===== config.mk =====
export PLATFORM = sky130hd
export DESIGN_NAME = dbg_halt_ctrl
export DESIGN_NICKNAME = d
export VERILOG_FILES = /design/src/rtl/dbg_halt_ctrl.sv
export SDC_FILE = /design/constraint.sdc
export NUM_CORES = 1
export LEC_CHECK = 0
export BUFFER_PORTS_ARGS = -buffer_cell sky130_fd_sc_hd__buf_2
export CORE_ASPECT_RATIO = 2
export CORE_MARGIN = 2
export CORE_UTILIZATION = 35
export DETAILED_ROUTE_END_ITERATION = 16
export SETUP_SLACK_MARGIN = 0.5
export SYNTH_ARGS = -nofsm -noshare
export SYNTH_HDL_FRONTEND = slang
export SYNTH_SLANG_ARGS = --single-unit

===== constraint.sdc =====
create_clock -name cpu_clk -period 5 [get_ports cpu_clk]
set_input_delay 0 -clock cpu_clk [delete_from_list [all_inputs] [get_ports cpu_clk]]
set_output_delay 0 -clock cpu_clk [all_outputs]
set_load 0.1 [all_outputs]

===== src/rtl/dbg_halt_ctrl.sv =====
// Debug halt/resume sequencer: stop fetch, drain, record cause/dpc, hold halted, resume or step.
// Latency: event -> flush/halt_fetch next cycle; halted one cycle after pipe_idle (or drain timeout).
// Backpressure: none; waits on pipe_idle in DRAIN, bounded by DRAIN_TMO cycles.
//
// Ports:
//   cpu_clk, cpu_rstn            clock, async active-low reset
//   haltreq/resumereq/dret       DM halt/resume requests and dret retirement
//   ebreak/breakpoint            debug-entering events from EX (ex_pc is their pc)
//   step/instr_retire            dcsr.step and retirement, used for single-step
//   pipe_idle, next_pc           pipeline empty flag and resume pc
//   halt_fetch, flush            fetch stall and EX-and-younger kill pulse
//   dbg_mode, halted, resumeack  debug status toward the core and DM
//   dpc_we/dpc_wdata             dpc write strobe and value
//   cause_we/cause               dcsr.cause write strobe and value
//   drain_timeout                sticky: last DRAIN ended by timeout
//
// Build option: define KRV_DBG_STEP_EN to build single-step (STEP state, cause 4).
// Without it, step and instr_retire are ignored and RESUME always returns to RUN.

module dbg_halt_ctrl #(
  parameter int PC_WIDTH  = 32,
  parameter int DRAIN_TMO = 31
) (
  input  logic                cpu_clk,
  input  logic                cpu_rstn,
  input  logic                haltreq,
  input  logic                resumereq,
  input  logic                step,
  input  logic                ebreak,
  input  logic                breakpoint,
  input  logic                dret,
  input  logic                instr_retire,
  input  logic                pipe_idle,
  input  logic [PC_WIDTH-1:0] ex_pc,
  input  logic [PC_WIDTH-1:0] next_pc,
  output logic                halt_fetch,
  output logic                flush,
  output logic                dbg_mode,
  output logic                halted,
  output logic                resumeack,
  output logic                dpc_we,
  output logic [PC_WIDTH-1:0] dpc_wdata,
  output logic                cause_we,
  output logic [2:0]          cause,
  output logic                drain_timeout
);

  typedef enum logic [2:0] {
    ST_RUN    = 3'd0,
    ST_STEP   = 3'd1,
    ST_DRAIN  = 3'd2,
    ST_HALTED = 3'd3,
    ST_RESUME = 3'd4
  } state_e;

  localparam logic [5:0] TMO           = 6'(DRAIN_TMO);
  localparam logic [2:0] CAUSE_EBREAK  = 3'd1;
  localparam logic [2:0] CAUSE_TRIGGER = 3'd2;
  localparam logic [2:0] CAUSE_HALTREQ = 3'd3;
`ifdef KRV_DBG_STEP_EN
  localparam logic [2:0] CAUSE_STEP    = 3'd4;
`endif

  state_e              state_q, state_d;
  logic [5:0]          cnt_q, cnt_d;
  logic                halt_fetch_q, halt_fetch_d;
  logic                flush_q, flush_d;
  logic                dbg_mode_q, dbg_mode_d;
  logic                halted_q, halted_d;
  logic                resumeack_q, resumeack_d;
  logic                dpc_we_q, dpc_we_d;
  logic [PC_WIDTH-1:0] dpc_wdata_q, dpc_wdata_d;
  logic                cause_we_q, cause_we_d;
  logic [2:0]          cause_q, cause_d;
  logic                drain_timeout_q, drain_timeout_d;

  logic                exc_evt;     // breakpoint or ebreak: always flushes
  logic [2:0]          evt_cause;
  logic [PC_WIDTH-1:0] evt_pc;
  logic                drain_expired;
  logic                enter_drain;

`ifndef KRV_DBG_STEP_EN
  logic unused_step_inputs;
  assign unused_step_inputs = step ^ instr_retire;
`endif

  assign exc_evt       = breakpoint | ebreak;
  assign drain_expired = (cnt_q == TMO);

  // Priority encode the debug-entry cause; haltreq is the fallback.
  always_comb begin
    evt_cause = CAUSE_HALTREQ;
    evt_pc    = next_pc;
    if (breakpoint) begin
      evt_cause = CAUSE_TRIGGER;
      evt_pc    = ex_pc;
    end else if (ebreak) begin
      evt_cause = CAUSE_EBREAK;
      evt_pc    = ex_pc;
    end
  end

  // State register
  always_ff @(posedge cpu_clk or negedge cpu_rstn) begin
    if (!cpu_rstn) begin
      state_q <= ST_RUN;
    end else begin
      state_q <= state_d;
    end
  end

  // Next-state logic
  always_comb begin
    state_d = state_q;
    case (state_q)
      ST_RUN: begin
        if (exc_evt || haltreq) state_d = ST_DRAIN;
      end
`ifdef KRV_DBG_STEP_EN
      // haltreq is deliberately absent: the step completes with cause 4.
      ST_STEP: begin
        if (exc_evt || instr_retire) state_d = ST_DRAIN;
      end
`endif
      ST_DRAIN: begin
        if (pipe_idle || drain_expired) state_d = ST_HALTED;
      end
      ST_HALTED: begin
        if (resumereq || dret) state_d = ST_RESUME;
      end
      ST_RESUME: begin
`ifdef KRV_DBG_STEP_EN
        state_d = step ? ST_STEP : ST_RUN;
`else
        state_d = ST_RUN;
`endif
      end
      default: state_d = ST_RUN;
    endcase
  end

  // Output logic: every output is registered, so its _d is derived from the
  // transition being taken this cycle.
  always_comb begin
    cnt_d           = '0;
    flush_d         = 1'b0;
    dpc_we_d        = 1'b0;
    cause_we_d      = 1'b0;
    cause_d         = cause_q;
    dpc_wdata_d     = dpc_wdata_q;
    drain_timeout_d = drain_timeout_q;
    enter_drain     = (state_d == ST_DRAIN) && (state_q != ST_DRAIN);

    if ((state_q == ST_DRAIN) && (state_d == ST_DRAIN)) begin
      cnt_d = cnt_q + 6'd1;
    end

    // Cause/dpc latch only on DRAIN entry, so later events cannot overwrite.
    if (enter_drain) begin
      flush_d     = 1'b1;
      cause_d     = evt_cause;
      dpc_wdata_d = evt_pc;
`ifdef KRV_DBG_STEP_EN
      // Plain step completion: the retired instruction is gone, nothing to kill.
      if ((state_q == ST_STEP) && !exc_evt) begin
        flush_d     = 1'b0;
        cause_d     = CAUSE_STEP;
        dpc_wdata_d = next_pc;
      end
`endif
    end

    if ((state_q == ST_DRAIN) && (state_d == ST_HALTED)) begin
      dpc_we_d   = 1'b1;
      cause_we_d = 1'b1;
      // An idle pipe in the expiry cycle counts as a normal drain.
      if (!pipe_idle) drain_timeout_d = 1'b1;
    end

    if (state_d == ST_RESUME) drain_timeout_d = 1'b0;

    halt_fetch_d = (state_d == ST_DRAIN) || (state_d == ST_HALTED) || (state_d == ST_RESUME);
    dbg_mode_d   = (state_d == ST_HALTED);
    halted_d     = (state_d == ST_HALTED);
    resumeack_d  = (state_d == ST_RESUME);
  end

  // Output and counter registers
  always_ff @(posedge cpu_clk or negedge cpu_rstn) begin
    if (!cpu_rstn) begin
      cnt_q           <= '0;
      halt_fetch_q    <= 1'b0;
      flush_q         <= 1'b0;
      dbg_mode_q      <= 1'b0;
      halted_q        <= 1'b0;
      resumeack_q     <= 1'b0;
      dpc_we_q        <= 1'b0;
      dpc_wdata_q     <= '0;
      cause_we_q      <= 1'b0;
      cause_q         <= '0;
      drain_timeout_q <= 1'b0;
    end else begin
      cnt_q           <= cnt_d;
      halt_fetch_q    <= halt_fetch_d;
      flush_q         <= flush_d;
      dbg_mode_q      <= dbg_mode_d;
      halted_q        <= halted_d;
      resumeack_q     <= resumeack_d;
      dpc_we_q        <= dpc_we_d;
      dpc_wdata_q     <= dpc_wdata_d;
      cause_we_q      <= cause_we_d;
      cause_q         <= cause_d;
      drain_timeout_q <= drain_timeout_d;
    end
  end

  assign halt_fetch    = halt_fetch_q;
  assign flush         = flush_q;
  assign dbg_mode      = dbg_mode_q;
  assign halted        = halted_q;
  assign resumeack     = resumeack_q;
  assign dpc_we        = dpc_we_q;
  assign dpc_wdata     = dpc_wdata_q;
  assign cause_we      = cause_we_q;
  assign cause         = cause_q;
  assign drain_timeout = drain_timeout_q;

endmodule


==> key figures, run 1 <==
STA
  • Hold Fails Final Rpt: 0
  • Final worst setup slack: between 2 and 3 ns
  • Pins Over Slew Limit: 0
  • Slew @ Worst Pin: roughly 1.1 ns
  • Final period util: 0.454
  • Max Clk Rate: 441 MHz
  • RSZ-0062 raised after global routing: false
  • Max-slew headroom: 0.258
  • Setup TNS: 0 ns
  • Fin crit period: 2.27 ns
  • Layout Skew: between 0.004 and 0.005 ns
  • Finish-stage setup viols: 0

Worst hold path
  • Hold path start: resumereq
  • Worst Hold Class: input pin to register

Clock network
  • Clk sinks: 49
  • TritonCTS clock tree: done
  • CTS root buf: clkbuf_16
  • CTS max path bufs: 2
  • Post-CTS setup buffers: 0
  • Reg clk slew, reported paths: 0.06 ns
  • Worst-Skew Late Latency: 0.29 ns
  • CTS buffer count: 5
  • Hold bufs inserted after CTS: 3
  • CTS H-Tree Depth: 2
  • PostCTS Resize Cnt: 0

Synth
  • Syn_area_per_cell: 14.1 um^2
  • Adder-cell area share of the yosys netlist: 0.00508
  • Synth Area in Simple Gates: 0.0666
  • Xor and xnor area share after synthesis: 0.0107
  • Post-synthesis sequential area ratio: 0.498
  • Multiplexer share of the synthesized area: 0.348
  • Synth unique cells: 29
  • Mapped Nets: ~250
  • Largest family of logic cells by synthesized area: multiplexers
  • Complex-gate fraction of the synthesized area: 0.0208
  • Synth Cell Area: 2460 um^2
  • Cells after Synth: 174
  • Register bit total from synthesis: 49
  • Yosys warning total: 0

Setup path
  • Worst Path Arrival: 2.44 ns
  • Bufs and invs on worst path: 0
  • Crit end category: register
  • Crit path from: state_q[0]
  • Top cell family by delay on the critical path: simple AND/OR/NAND/NOR gates
  • CP max stage delay: 1.19 ns
  • CP Max Fanout: 35
  • Req. time, crit path: between 5 and 6 ns
  • Crit Reg-Reg Startpoint: state_q[0]
  • Crit path cell chain: or4_2 > mux2_4
  • Slowest cell on the critical path: or4_2
  • Startpoint class of the critical path: register
  • Kind of critical path: register to register

Final layout
  • Share of cells above drive strength 1: 0.671
  • Commonest non-fill, non-tap cells in the layout: buf_2 (113), dfrtp_1 (49), mux2_2 (37)
  • Area grow syn2layout: 32.3%
  • Seq. cell area: around 1200 um^2
  • Final nets: 363
  • Post-layout instance count excluding filler cells: 379
  • Commonest non-fill, non-tap cell in the layout: buf_2
  • N_diodes: 0
  • Footprint of the multi-input gates: 1120 um^2
  • Number of fill cells: 682

Die
  • Site Rows: 43
  • Core Region: between 6000 and 7000 um^2
  • Die height: around 120 um
  • Io pins: 117
  • Die Area: 7760 um^2
  • Initial core utilization: 0.357
  • Die extent in x: 63.3 um

Place
  • I/O Buffers: 113
  • GP Congestion: 0.759
  • Placed insts: about 370
  • DP HPWL: roughly 3.8 mm
  • DP Worst Slack: about 2.7 ns

Route
  • Initial detailed-routing violation count: 39
  • Final wirelength: between 5 and 6 mm
  • DRC viols: 0
  • DR pass1 iterations: 4
  • Vias after detailed routing: 1,744
  • Vias per cell: 4.60
  • WL/cell: approximately 14 um
  • Antenna Nets Post-Route: 0

GRT
  • Vias in the first global route: 1,734
  • Grt total ovfl: 0
  • First-pass GRT wire length: 8.23 mm
  • Largest net degree at the start of global routing: 50
  • Initial antenna violation count: 0
  • GR Util All Layers: 0.140

Outcome
  • Outcome: finished, final reports clean

Job
  • Max_cap viols: 0
[layer usage]
layer	up-vias	wire, um	track usage
li1	832	-	-
met1	845	1890	0.148
met2	58	3060	0.259
met3	9	229	0.0293
met4	0	101	0.0693
met5	-	0	0
[worst min-delay path: cells and delay by family]
family / cells / cell delay, ns
compound gates: 2 / 0.10
simple gates: 1 / 0.08
buf+inv: 1 / 0.09
[kinds of logic (layout without fill, tap and decap cells)]
family,after synthesis,in the layout
multiplexers,67,67
XOR/XNOR,3,3
AO/OA/AOI/OAI,8,8
other,1,1
flip-flops,49,49
buffers and inverters,14,129
adder cells (fa/ha/maj),1,1
AND/OR/NAND/NOR,31,31
[cell usage after synthesis (all sizes together)]
library cell	count	area share
nand2b	2	0.0051
mux2i	2	0.0081
nand2	5	0.0076
or2	2	0.0051
a21oi	3	0.0061
or2b	1	0.0031
conb	1	0.0015
xnor2	1	0.0036
nor4b	1	0.0036
dfrtp	49	0.50
and3b	2	0.0081
buf	10	0.043
mux2	65	0.34
inv	4	0.0061
o21ai	2	0.0041
xor2	2	0.0071
a211oi	1	0.0031
a22o	1	0.0036
nand3	3	0.0061
nor2b	1	0.0025
or4	1	0.0031
nor3	3	0.0061
o21ba	1	0.0041
nor2	9	0.014
and3	1	0.0025
ha	1	0.0051
[sequential cells by signal (all words and copies together), names as in the netlist]
signal / flops
dpc_wdata: 32
cnt_q: 6
state_q: 3
cause: 2
cause_we: 1
drain_timeout: 1
flush: 1
halt_fetch: 1
halted: 1
resumeack: 1
[worst paths after layout]
kind	endpoint	cells after the start	slack (ns)
max	dpc_wdata[20]	2	2.73
min	state_q[0]	4	0.02
max reg2reg	dpc_wdata[20]	2	2.73
min reg2reg	cnt_q[0]	1	0.49
max in group asynchronous	dpc_wdata[5]	3	4.24
min in group asynchronous	halted	3	0.34
[metrics by stage]
| stage | utilization | area, um^2 | hold slack (ns) |
|---|---|---|---|
| finish | 0.473 | 3260 | 0.0234 |
| global placement | 0.443 | 3050 | 0.151 |
| CTS | 0.473 | 3260 | 0.0143 |
| floorplan | - | 2460 | -0.296 |
| detailed placement | 0.443 | 3050 | 0.151 |
| global route | 0.473 | 3260 | 0.0448 |
[cell type report]
class,count,area share
Sequential cell,49,0.376
Multi-Input combinational cell,111,0.345
Timing Repair Buffer,117,0.185
Clock buffer,6,0.0426
Tap cell,90,0.0346
Clock inverter,2,0.0115
Inverter,4,0.00461
Power of run 1 is not shown: default switching activity piles up to over one toggle a cycle in this logic, so the estimate is an artifact.
==> run 2, diff against run 1 <==
- PLACE_DENSITY: not set -> 0.66
- clock period: 5 -> 2 ns (I/O delays scaled with it)
==> key figures, run 2 (synthesis gave the netlist of run 1 again) <==
Final layout
  • Largest register FFs: 32 (unchanged)
  • Post-layout instance count excluding filler cells: 390 (+2.9%)
  • Area grow syn2layout: 36.3%
  • Final nets: 374 (+3.0%)
  • Commonest non-fill, non-tap cells in the layout: buf_2 (113), dfrtp_1 (49), mux2_2 (37)
  • N_diodes: 0 (unchanged)
  • Share of cells above drive strength 1: 0.687 (+0.0154)
  • Commonest non-fill, non-tap cell in the layout: buf_2

Die
  • Die extent in x: 63.3 um (unchanged)
  • Io pins: 117 (unchanged)
  • Die height: 123 um (unchanged)
  • Die Area: 7760 um^2 (unchanged)
  • Site Rows: 43 (unchanged)
  • Core Region: 6890 um^2 (unchanged)
  • Initial core utilization: 0.357 (unchanged)

Job
  • Max_cap viols: 0 (unchanged)

Setup path
  • Worst Path Arrival: 1.79 ns (-0.65 ns)
  • Crit end category: register
  • CP Max Fanout: 11 (-69%)
  • Crit Reg-Reg Startpoint: state_q[0]
  • Crit path cell chain: or4_4 > buf_6 > mux2_4
  • Req. time, crit path: 2.17 ns (-3.00 ns)
  • Startpoint class of the critical path: register
  • Worst reg-to-reg setup slack: 0.39 ns (-2.34 ns)
  • R2r endpoint: dpc_wdata[7]
  • Worst reg2reg path depth: 3 (+1)
  • CP max stage delay: 0.59 ns (-0.60 ns)
  • Kind of critical path: register to register
  • Slowest cell on the critical path: or4_4

Worst hold path
  • WHS Path Cells: 4 (unchanged)
  • Worst Hold Path EP: state_q[0]
  • Worst Hold Class: input pin to register
  • Hold path start: resumereq

Route
  • DRC viols: 0 (unchanged)
  • Final wirelength: 5.68 mm (+7.6%)
  • Vias per cell: 4.54 (-1.4%)
  • WL/cell: 14.6 um (+4.6%)
  • Vias after detailed routing: 1,770 (+1.5%)
  • Antenna Nets Post-Route: 0 (unchanged)
  • DR pass1 iterations: 4 (unchanged)
  • Initial detailed-routing violation count: 55 (+41%)

GRT
  • Largest net degree at the start of global routing: 25 (-50%)
  • Vias in the first global route: 1,768 (+2.0%)
  • Initial antenna violation count: 0 (unchanged)
  • GR Util All Layers: 0.146 (+0.00587)
  • First-pass GRT wire length: 8.53 mm (+3.6%)
  • Grt total ovfl: 0 (unchanged)

STA
  • Hold Fails Final Rpt: 0 (unchanged)
  • Final hold slack: 0.0251 ns (+0.00164 ns)
  • Pins Over Slew Limit: 0 (unchanged)
  • Fin crit period: 1.61 ns (-0.656 ns)
  • RSZ-0062 raised after global routing: true
  • Finish-stage setup viols: 0 (unchanged)
  • Final worst setup slack: 0.387 ns (-2.34 ns)
  • Layout Skew: 0.00492 ns (+0.000849 ns)
  • Setup TNS: 0 ns (unchanged)
  • Max Clk Rate: 620 MHz (+41%)
  • Final period util: 0.806 (+0.353)

Clock network
  • Reg clk slew, reported paths: 0.06 ns (about the same)
  • Worst-Skew Late Latency: 0.29 ns (about the same)
  • CTS max path bufs: 2 (unchanged)
  • CTS root buf: clkbuf_16
  • CTS buffer count: 5 (unchanged)
  • CTS H-Tree Depth: 2 (unchanged)
  • Clk sinks: 49 (unchanged)
  • TritonCTS clock tree: done

Place
  • DP Worst Slack: 0.196 ns (-2.54 ns)
  • I/O Buffers: 113 (unchanged)
  • GP Congestion: 0.719 (-5.3%)
  • DP HPWL: 4.22 mm (+12%)
  • Placed insts: 375 (+1.9%)

Outcome
  • Outcome: finished, final reports clean
[run 2: final cells by class]
cell class | instances | area (um^2)
fill | 669 | 3530
clock buffer | 6 | 129
inverter | 4 | 15.0
sequential | 49 | 1230
tap | 90 | 113
timing repair buffer | 128 | 722
multi-input combinational | 111 | 1130
clock inverter | 2 | 15.0
[run 2: timing repair]
action	4_1_cts	5_1_grt
setup endpoints to repair	36	34
resized for setup	4	1
pin swaps	1	1
setup buffers	1	2
gates cloned	1	0
hold buffers	3	0
hold endpoints to repair	52	0
[run 2: per-layer routing]
layer	GRT usage	part of all wire
met5	0	0
met4	0.0611	0.017
met3	0.0339	0.048
met2	0.279	0.59
met1	0.149	0.35
[run 2: worst max path at each step]
stage / startpoint / to / slack [ns] / cells after the start
6_report: state_q[0] / dpc_wdata[7] / 0.39 / 3
5_1_grt: state_q[1] / dpc_wdata[18] / 0.35 / 3
4_1_cts: state_q[0] / dpc_wdata[7] / 0.36 / 3
3_5_place_dp: state_q[2] / dpc_wdata[7] / 0.20 / 3
3_3_place_gp: state_q[2] / dpc_wdata[7] / 0.22 / 3
2_1_floorplan: state_q[2] / cause[1] / 0.37 / 4
[run 2: worst max-delay path: cells and delay by family, from the launching register on]
family	cells	cell delay (ns)
mux	1	0.30
flops	1	0.41
simple gates	1	0.59
buf+inv	1	0.19
[run 2: stage by stage]
step                utilization  instance area (um^2)
detailed placement        0.452                  3120
CTS                       0.485                  3340
floorplan                     -                  2460
global route              0.487                  3350
global placement          0.452                  3120
finish                    0.487                  3350
Power of run 2 is left out for the same reason.
==> run 3, diff against run 2 <==
- ABC_AREA: not set -> 1
- clock period: 2 -> 1.35 ns (I/O delays scaled with it)
==> key figures, run 3 <==
Outcome
  • Outcome: finished, final reports clean

Setup path
  • Worst reg2reg path depth: 5 (+2)
  • CP Max Fanout: 4 (-7)
  • Req. time, crit path: 1.52 ns (-0.65 ns)
  • Crit path from: state_q[1]
  • Worst reg-to-reg setup slack: 0.13 ns (-0.25 ns)
  • Crit Reg-Reg Startpoint: state_q[1]
  • Kind of critical path: register to register
  • R2r endpoint: halt_fetch
  • Startpoint class of the critical path: register
  • Worst Path Arrival: 1.38 ns (-0.41 ns)
  • Crit end category: register

Synth
  • Synth area leader: dfrtp_1
  • Yosys warning total: 0 (unchanged)
  • Most frequent cell after synthesis: nand2_1
  • Synth top cells by count: nand2_1 (171), dfrtp_1 (49), o21ai_0 (34)
  • Register bit total from synthesis: 49 (unchanged)
  • Asr flop ratio synth: 1.00 (unchanged)
  • Post-synth EDFFs: 0 (unchanged)
  • Synth Cell Area: 2380 um^2 (-3.3%)
  • Synth top area share: 0.515 (+0.0168)
  • Largest cells by area after synthesis: dfrtp_1 (51%), nand2_1 (27%), o21ai_0 (7.1%)
  • Syn_area_per_cell: 7.53 um^2 (-47%)
  • Mapped Nets: 391 (+57%)
  • Post-synthesis sequential area ratio: 0.515 (+0.0168)
  • Synth unique cells: 23 (-21%)
  • Most used DFF post-synth: dfrtp_1
  • Cells after Synth: 316 (+82%)

Route
  • DR pass1 iterations: 4 (unchanged)
  • Antenna Nets Post-Route: 0 (unchanged)
  • Final wirelength: 7.31 mm (+29%)
  • WL/cell: 13.8 um (-5.5%)
  • Vias per cell: 4.60 (+1.5%)
  • Initial detailed-routing violation count: 104 (+89%)
  • Vias after detailed routing: 2,445 (+38%)
  • DRC viols: 0 (unchanged)

Worst hold path
  • Hold path start: next_pc[9]
  • Worst Hold Class: input pin to register
  • Worst Hold Path EP: dpc_wdata[9]
  • WHS Path Cells: 5 (+1)

STA
  • RSZ-0062 raised after global routing: true
  • Layout Skew: 0.00298 ns (-0.00194 ns)
  • Pins Over Slew Limit: 0 (unchanged)
  • Fin crit period: 1.22 ns (-0.397 ns)
  • Final period util: 0.901 (+0.0946)
  • Setup TNS: 0 ns (unchanged)
  • Hold Fails Final Rpt: 0 (unchanged)
  • Finish-stage setup viols: 0 (unchanged)
  • Max Clk Rate: 822 MHz (+33%)

Die
  • Die extent in x: 62.3 um (-1.5%)
  • Io pins: 117 (unchanged)
  • Initial core utilization: 0.360 (+0.00222)
  • Site Rows: 42 (-2.3%)
  • Die Area: 7520 um^2 (-3.1%)
  • Die height: 121 um (-1.6%)
  • Core Region: 6620 um^2 (-3.9%)

Clock network
  • CTS root buf: clkbuf_16
  • TritonCTS clock tree: done
  • Clk sinks: 49 (unchanged)
  • Reg clk slew, reported paths: 0.06 ns (about the same)
  • CTS H-Tree Depth: 2 (unchanged)
  • Worst-Skew Late Latency: 0.29 ns (about the same)
  • CTS buffer count: 5 (unchanged)
  • CTS max path bufs: 2 (unchanged)

Final layout
  • Final nets: 517 (+38%)
  • Commonest non-fill, non-tap cell in the layout: nand2_1
  • Commonest non-fill, non-tap cells in the layout: nand2_1 (169), buf_2 (70), buf_12 (41)
  • Area grow syn2layout: 73.0%
  • Largest register FFs: 32 (unchanged)
  • N_diodes: 0 (unchanged)
  • Number of fill cells: 584 (-13%)
  • Share of cells above drive strength 1: 0.449 (-0.237)

GRT
  • GR Util All Layers: 0.197 (+0.0514)
  • Largest net degree at the start of global routing: 34 (+36%)
  • Grt total ovfl: 0 (unchanged)
  • Initial antenna violation count: 0 (unchanged)
  • Vias in the first global route: 2,540 (+44%)
  • First-pass GRT wire length: 11.4 mm (+34%)

Job
  • Max_cap viols: 0 (unchanged)

Place
  • DP HPWL: 4.76 mm (+13%)
  • I/O Buffers: 113 (unchanged)
  • GP Congestion: 0.781 (+8.7%)
[run 3: cell count changes after synthesis, moves of 5 or more]
cell,previous run,this run
mux2_2,37,0
buf_2,0,5
nand2_1,5,171
mux2_4,28,0
o21ai_0,2,34
clkbuf_1,0,6
inv_1,4,9
nor2_1,9,14
[run 3: layer usage]
metal,GRT usage,routed length [um],vias up
met5,0,0,-
met4,0.0917,114,0
met3,0.0326,218,10
met2,0.389,4180,58
met1,0.196,2800,1156
li1,-,-,1221
[run 3: worst max path at each step]
stage | cells after the start | slack, ns | endpoint
CTS | 6 | 0.13 | cause[1]
floorplan | 6 | 0.25 | dpc_wdata[10]
global placement | 5 | 0.10 | cause[1]
finish | 5 | 0.13 | halt_fetch
detailed placement | 5 | 0.07 | cause[1]
global route | 7 | 0.05 | dpc_wdata[28]
[run 3: cell type report]
class,instances,area [um^2],area share
Clock buffer,7,143,0.0346
Timing Repair inverter,2,20.0,0.00486
Multi-Input combinational cell,239,1090,0.265
Sequential cell,49,1280,0.311
Inverter,10,53.8,0.0131
Timing Repair Buffer,135,1390,0.337
Tap cell,88,110,0.0267
Clock inverter,1,30.0,0.00729
[run 3: logic make-up after synthesis]
group	share of synthesized area
and+or+nand+nor	0.328
DFF	0.515
AOI/OAI and AO/OA	0.0757
buffers and inverters	0.0636
xor gates and xnor gates	0.0110
adders and majority gates	0.00525
other	0.00157
[run 3: repair_timing]
| item | 4_1_cts | 5_1_grt |
|---|---|---|
| setup buffers | 5 | 3 |
| setup endpoints to repair | 90 | 120 |
| hold buffers | 6 | 0 |
| pin swaps | 3 | 1 |
| endpoints found under the hold margin | 25 | 0 |
| gates cloned | 2 | 0 |
| resized for setup | 136 | 53 |
[run 3: critical path, cell delays in order, from the launching register on]
cell and delay [ns]:
dfrtp_1 0.42, nand2_1 0.18, inv_1 0.11, o21ai_0 0.09
nand2_1 0.08, or2_1 0.22
[run 3: metrics by stage]
stage          hold WS (ns)  area (um^2)  utilization  instances  setup WS [ns]
2_1_floorplan        -0.296         2470            -        316          0.248
3_3_place_gp        0.00975         3090        0.466        507          0.101
3_5_place_dp         0.0202         3090        0.466        507         0.0701
4_1_cts            0.000605         3870        0.585        528          0.130
5_1_grt              0.0277         4120        0.622        531         0.0488
6_report            0.00652         4120        0.622        531          0.134
Power of run 3 is left out for the same reason.
